## config.mk

```make
export PLATFORM = sky130hd
export DESIGN_NAME = control_sequencer
export DESIGN_NICKNAME = d
export VERILOG_FILES = /design/src/rtl/control_sequencer.sv
export SDC_FILE = /design/constraint.sdc
export NUM_CORES = 1
export LEC_CHECK = 0
export BUFFER_PORTS_ARGS = -buffer_cell sky130_fd_sc_hd__buf_2
export CAP_MARGIN = 20
export CORE_MARGIN = 5
export CORE_UTILIZATION = 49
export CTS_CLUSTER_SIZE = 16
export DETAILED_ROUTE_END_ITERATION = 8
export PLACE_DENSITY_LB_ADDON = 0.3
export REMOVE_ABC_BUFFERS = 1
export SYNTH_ARGS = -nofsm -noshare
export SYNTH_HDL_FRONTEND = slang
export SYNTH_SLANG_ARGS = --single-unit
```

## constraint.sdc

```tcl
create_clock -name clk -period 1.5 [get_ports clk]
set_input_delay 0 -clock clk [delete_from_list [all_inputs] [get_ports clk]]
set_output_delay 0 -clock clk [all_outputs]
set_load 0.02 [all_outputs]
```

## src/rtl/control_sequencer.sv

```systemverilog
// rtl/control_sequencer.sv - multi-cycle control sequencer for the SIP datapath
// Decodes accepted opcodes into ALU, mult/div handshake and branch control strobes.
module control_sequencer #(
    parameter int OPW      = 4,
    parameter int ALUCW    = 2,
    parameter int MAX_WAIT = 64
) (
    input  logic             clk,
    input  logic             rst_n,
    input  logic             instr_valid,
    output logic             instr_ready,
    input  logic [OPW-1:0]   opcode,
    input  logic [3:0]       flags,
    output logic             mc_start,
    input  logic             mc_done,
    output logic             regWrite,
    output logic             aluSrc,
    output logic             PCSrc,
    output logic             immSrc,
    output logic             flagUpdate,
    output logic [ALUCW-1:0] aluControl,
    output logic             busy,
    output logic             illegal,
    output logic             timeout
);

    localparam int CW = (MAX_WAIT > 1) ? $clog2(MAX_WAIT) : 1;

    typedef enum logic [1:0] {
        S_IDLE,
        S_EXEC,
        S_WAIT,
        S_WB
    } state_t;

    state_t         state;
    state_t         state_nxt;
    logic [OPW-1:0] op_q;
    logic [CW-1:0]  cnt;
    logic           cnt_clr;
    logic           cnt_inc;
    logic           accept;

    logic           op_mul;
    logic           op_div;
    logic           op_add;
    logic           op_b;
    logic           op_beq;
    logic           op_bne;
    logic           op_illegal;
    logic           flag_z;
    logic           branch_taken;
    logic           cnt_last;
    logic [ALUCW-1:0] mc_alu;
    logic           unused_flags;

    assign accept = instr_valid && instr_ready;

    // ALU opcodes come in reg/imm pairs; the low bit selects the immediate operand.
    assign op_mul     = (op_q >> 1) == OPW'(0);
    assign op_div     = (op_q >> 1) == OPW'(1);
    assign op_add     = (op_q >> 1) == OPW'(2);
    assign op_b       = op_q == OPW'(6);
    assign op_beq     = op_q == OPW'(7);
    assign op_bne     = op_q == OPW'(8);
    assign op_illegal = op_q > OPW'(8);

    assign flag_z       = flags[2];
    assign unused_flags = ^{flags[3], flags[1:0]};
    assign branch_taken = op_b || (op_beq && flag_z) || (op_bne && !flag_z);
    assign mc_alu       = op_mul ? ALUCW'(1) : ALUCW'(2);
    assign cnt_last     = cnt == CW'(MAX_WAIT - 1);

    always_ff @(posedge clk) begin
        if (!rst_n) begin
            state <= S_IDLE;
            op_q  <= '0;
            cnt   <= '0;
        end else begin
            state <= state_nxt;
            if (accept) begin
                op_q <= opcode;
            end
            if (cnt_clr) begin
                cnt <= '0;
            end else if (cnt_inc) begin
                cnt <= cnt + 1'b1;
            end
        end
    end

    // Every output is forced low while rst_n is low, whatever state is held.
    always_comb begin
        state_nxt   = state;
        cnt_clr     = 1'b0;
        cnt_inc     = 1'b0;
        instr_ready = 1'b0;
        mc_start    = 1'b0;
        regWrite    = 1'b0;
        aluSrc      = 1'b0;
        PCSrc       = 1'b0;
        immSrc      = 1'b0;
        flagUpdate  = 1'b0;
        aluControl  = '0;
        busy        = 1'b0;
        illegal     = 1'b0;
        timeout     = 1'b0;

        if (rst_n) begin
            case (state)
                S_IDLE: begin
                    instr_ready = 1'b1;
                    if (instr_valid) begin
                        state_nxt = S_EXEC;
                    end
                end

                S_EXEC: begin
                    busy      = 1'b1;
                    state_nxt = S_IDLE;
                    if (op_illegal) begin
                        illegal = 1'b1;
                    end else if (op_add) begin
                        aluSrc     = op_q[0];
                        regWrite   = 1'b1;
                        flagUpdate = 1'b1;
                    end else if (op_mul || op_div) begin
                        aluSrc     = op_q[0];
                        aluControl = mc_alu;
                        mc_start   = 1'b1;
                        cnt_clr    = 1'b1;
                        state_nxt  = S_WAIT;
                    end else begin
                        PCSrc = branch_taken;
                    end
                end

                S_WAIT: begin
                    busy       = 1'b1;
                    aluSrc     = op_q[0];
                    aluControl = mc_alu;
                    if (mc_done) begin
                        state_nxt = S_WB;
                    end else if (cnt_last) begin
                        timeout   = 1'b1;
                        state_nxt = S_IDLE;
                    end else begin
                        cnt_inc = 1'b1;
                    end
                end

                S_WB: begin
                    busy       = 1'b1;
                    aluSrc     = op_q[0];
                    aluControl = mc_alu;
                    regWrite   = 1'b1;
                    flagUpdate = 1'b1;
                    state_nxt  = S_IDLE;
                end

                default: begin
                    state_nxt = S_IDLE;
                end
            endcase
        end
    end

endmodule

```

==> impl_results.md <==
* Root Buffer: clkbuf_4
* Pins Over Slew Limit at 0
* Mapped cell area at about 790 µm²
* Largest net degree at the start of global routing at 18
* RSZ-0062 raised after global routing: true
* Startpoint types: register
* Worst Path Arrival at 1.48 ns
* Async SR Flop Fraction at 0
* Total GRT Usage at 0.161
* Fillcell total at 131
* Final WL at between 2000 and 2500 µm
* Via count at 834
* Clock sink total at 12
* GPL Wtd Cong at 0.740
* Part of the power in registers at 0.449
* First-pass GRT wire length at 3270 µm
* Primary FF master, synth: dfxtp_1
* Worst Setup End Kind: output port
* Max frequency at slightly below 700 MHz
* Die area at 2520 µm²
* Leakage at 0.406 nW
* ANT cells at 0
* # setup viols final at 0
* Area post-placement at 886 µm²
* Placement row count at 14
* CP max FO at 9
* Antenna Nets Post-Route at 0
* Hold Crit Class: input pin to register
* Number of buffers added on ports at 19
* Crit Path Class: register to output port
* Setup ws final at 0.0217 ns
* Cells after synthesis at 93
* CTS buffer count at 3
* Initial Utilization at 0.519
* Skew-Pair Late Insertion Delay at 0.27 ns
* Number of flops mapped to enable cells by yosys at 0
* Clock Skews at 0.00600 ns
* Initial DRC Count at 16
* Register bit total from synthesis at 12
* Design Area, Final at 1060 µm²
* Register area share after synthesis at 0.304
* VDD IR-drop max at between 0.0006 and 0.0007 V
* Sw Ratio at 0.299
* Worst slack at placement at -0.0380 ns
* Clock transition at path regs at approximately 0.08 ns
* TritonCTS clock tree: built
* R2r setup slk at 0.08 ns
* Crit path time final at 1.48 ns
* GR Overflow Total at 0
* Bufs on Longest Clock Path at 2
* Number of global-route vias before repair at 753
* # nets final at 135
* Vias/cell at 6.09
* Share of cells above drive strength 1 at 0.372
* Num ports at 24
* Pint at around 0.56 mW
* Dpl hpwl at between 1000 and 1500 µm
* Mapped Avg Cell Area at approximately 8.5 µm²
* DR WL/cell at 14.7 µm
* Initial antenna violation count at 0
* Combinational fraction of design power at 0.226
* Detailed-route DRC error count at 0
* Final TNS setup at 0 ns
* Core ar. at between 1500 and 2000 µm²
* Crit path required time at 1.50 ns
* Htree depth at 1
* Max Cap Viol at 0
* Pwr dens at 761 nW/µm²
* Status: completed
* Final period util at 0.986
* Final Hold Viols at 0
* Yosys warnings at 0
* Psw at roughly 0.24 mW
* First-pass detailed-route iteration total at 4
* Layout area overhead at 34.0%
* Clk pwr share at 0.324
* Synth cell types at 40
* Die Span Y at about 50 µm
* Die Width at around 50 µm
metal layers:
| layer | share of wire | GRT usage |
|---|---|---|
| met1 | 0.40 | 0.187 |
| met2 | 0.54 | 0.285 |
| met3 | 0.058 | 0.0562 |
| met4 | 0 | 0.0262 |
| met5 | 0 | 0 |
Yosys cell counts (all sizes together) (2+ instances only):
master | count | area, µm²
nand2 | 13 | 51.3
a41oi | 2 | 17.5
nand3 | 5 | 25.0
a21oi | 3 | 15.0
o21ai | 5 | 25.0
nor4 | 2 | 12.5
nor4b | 2 | 23.8
dfxtp | 12 | 240
mux2i | 3 | 30.0
inv | 4 | 15.0
nor2 | 6 | 22.5
a211oi | 3 | 22.5
a31oi | 3 | 18.8
nand3b | 4 | 30.0
nor3 | 2 | 10.0
a2111oi | 3 | 46.3
buf | 6 | 53.8
path summary, 6_finish.rpt:
path	startpoint	end	cells past startpoint
worst max register to register	cnt[0]$_SDFFE_PP0P_	cnt[1]$_SDFFE_PP0P_	4
worst min register to register	op_q[3]$_SDFFE_PN0P_	op_q[3]$_SDFFE_PN0P_	2
worst max-delay path	state[1]$_SDFFE_PN0P_	mc_start	3
worst min-delay path	mc_done	state[0]$_SDFFE_PN0P_	3
layout make-up:
| type | count | area (µm²) | area share |
|---|---|---|---|
| Tap cell | 16 | 20.0 | 0.0189 |
| Timing Repair Buffer | 31 | 203 | 0.191 |
| Clock buffer | 4 | 36.3 | 0.0342 |
| Multi-Input combinational cell | 70 | 529 | 0.499 |
| Inverter | 4 | 15.0 | 0.0142 |
| Sequential cell | 12 | 256 | 0.242 |
sequential cells by signal, indices dropped and copies added (netlist names):
register / cells
state: 2
cnt: 6
op_q: 4
cells in the final DEF (no fill, tap or decap), drive strengths merged, types with 2 or more instances in the layout:
cell type	n
a2111oi	3
a211oi	3
a21oi	3
a31oi	3
a41oi	2
buf	26
clkbuf	4
dfxtp	12
dlygate4sd3	5
inv	4
mux2i	3
nand2	13
nand3	5
nand3b	4
nor2	6
nor3	2
nor4	2
nor4b	2
o21ai	5
power by group through the flow:
| stage | clock network, mW | registers (mW) | logic [mW] |
|---|---|---|---|
| 6_report | 0.262 | 0.362 | 0.182 |
| 5_1_grt | 0.284 | 0.366 | 0.200 |
| 4_1_cts | 0.266 | 0.362 | 0.165 |
| 3_5_place_dp | 0 | 0.368 | 0.153 |
| 3_3_place_gp | 0 | 0.367 | 0.150 |
| 2_1_floorplan | 0 | 0.367 | 0.0907 |
cell families (layout without fill, tap and decap cells):
family / Yosys count / after routing / share of synthesized area
simple gates: 43 / 43 / 0.331
compound gates: 22 / 22 / 0.215
flops: 12 / 12 / 0.304
buf+inv: 11 / 39 / 0.0917
mux: 3 / 3 / 0.0380
fa+ha+maj: 1 / 1 / 0.0158
other cells: 1 / 1 / 0.00474
through the flow:
step           power, mW  utilization  hold slack, ns  cells
3_5_place_dp       0.521        0.581           0.204    126
6_report           0.806        0.695          0.0764    137
2_1_floorplan      0.458            -           0.115     86
4_1_cts            0.793        0.646          0.0699    135
5_1_grt            0.849        0.695          0.0862    137
3_3_place_gp       0.516        0.581           0.198    126
repair_timing:
item / 4_1_cts / 5_1_grt
pin swaps: 2 / 3
resized for setup: 7 / 12
hold endpoints to repair: 5 / 0
hold buffers: 5 / 0
setup endpoints to repair: 5 / 6
setup buffers: 0 / 2
worst max-delay path, cell delays in order, from the launching register on:
cell     delay [ns]
dfxtp_1        0.40
buf_4          0.20
nor4_1         0.36
buf_2          0.24
Note: power is estimated with default switching activity, not from simulation.
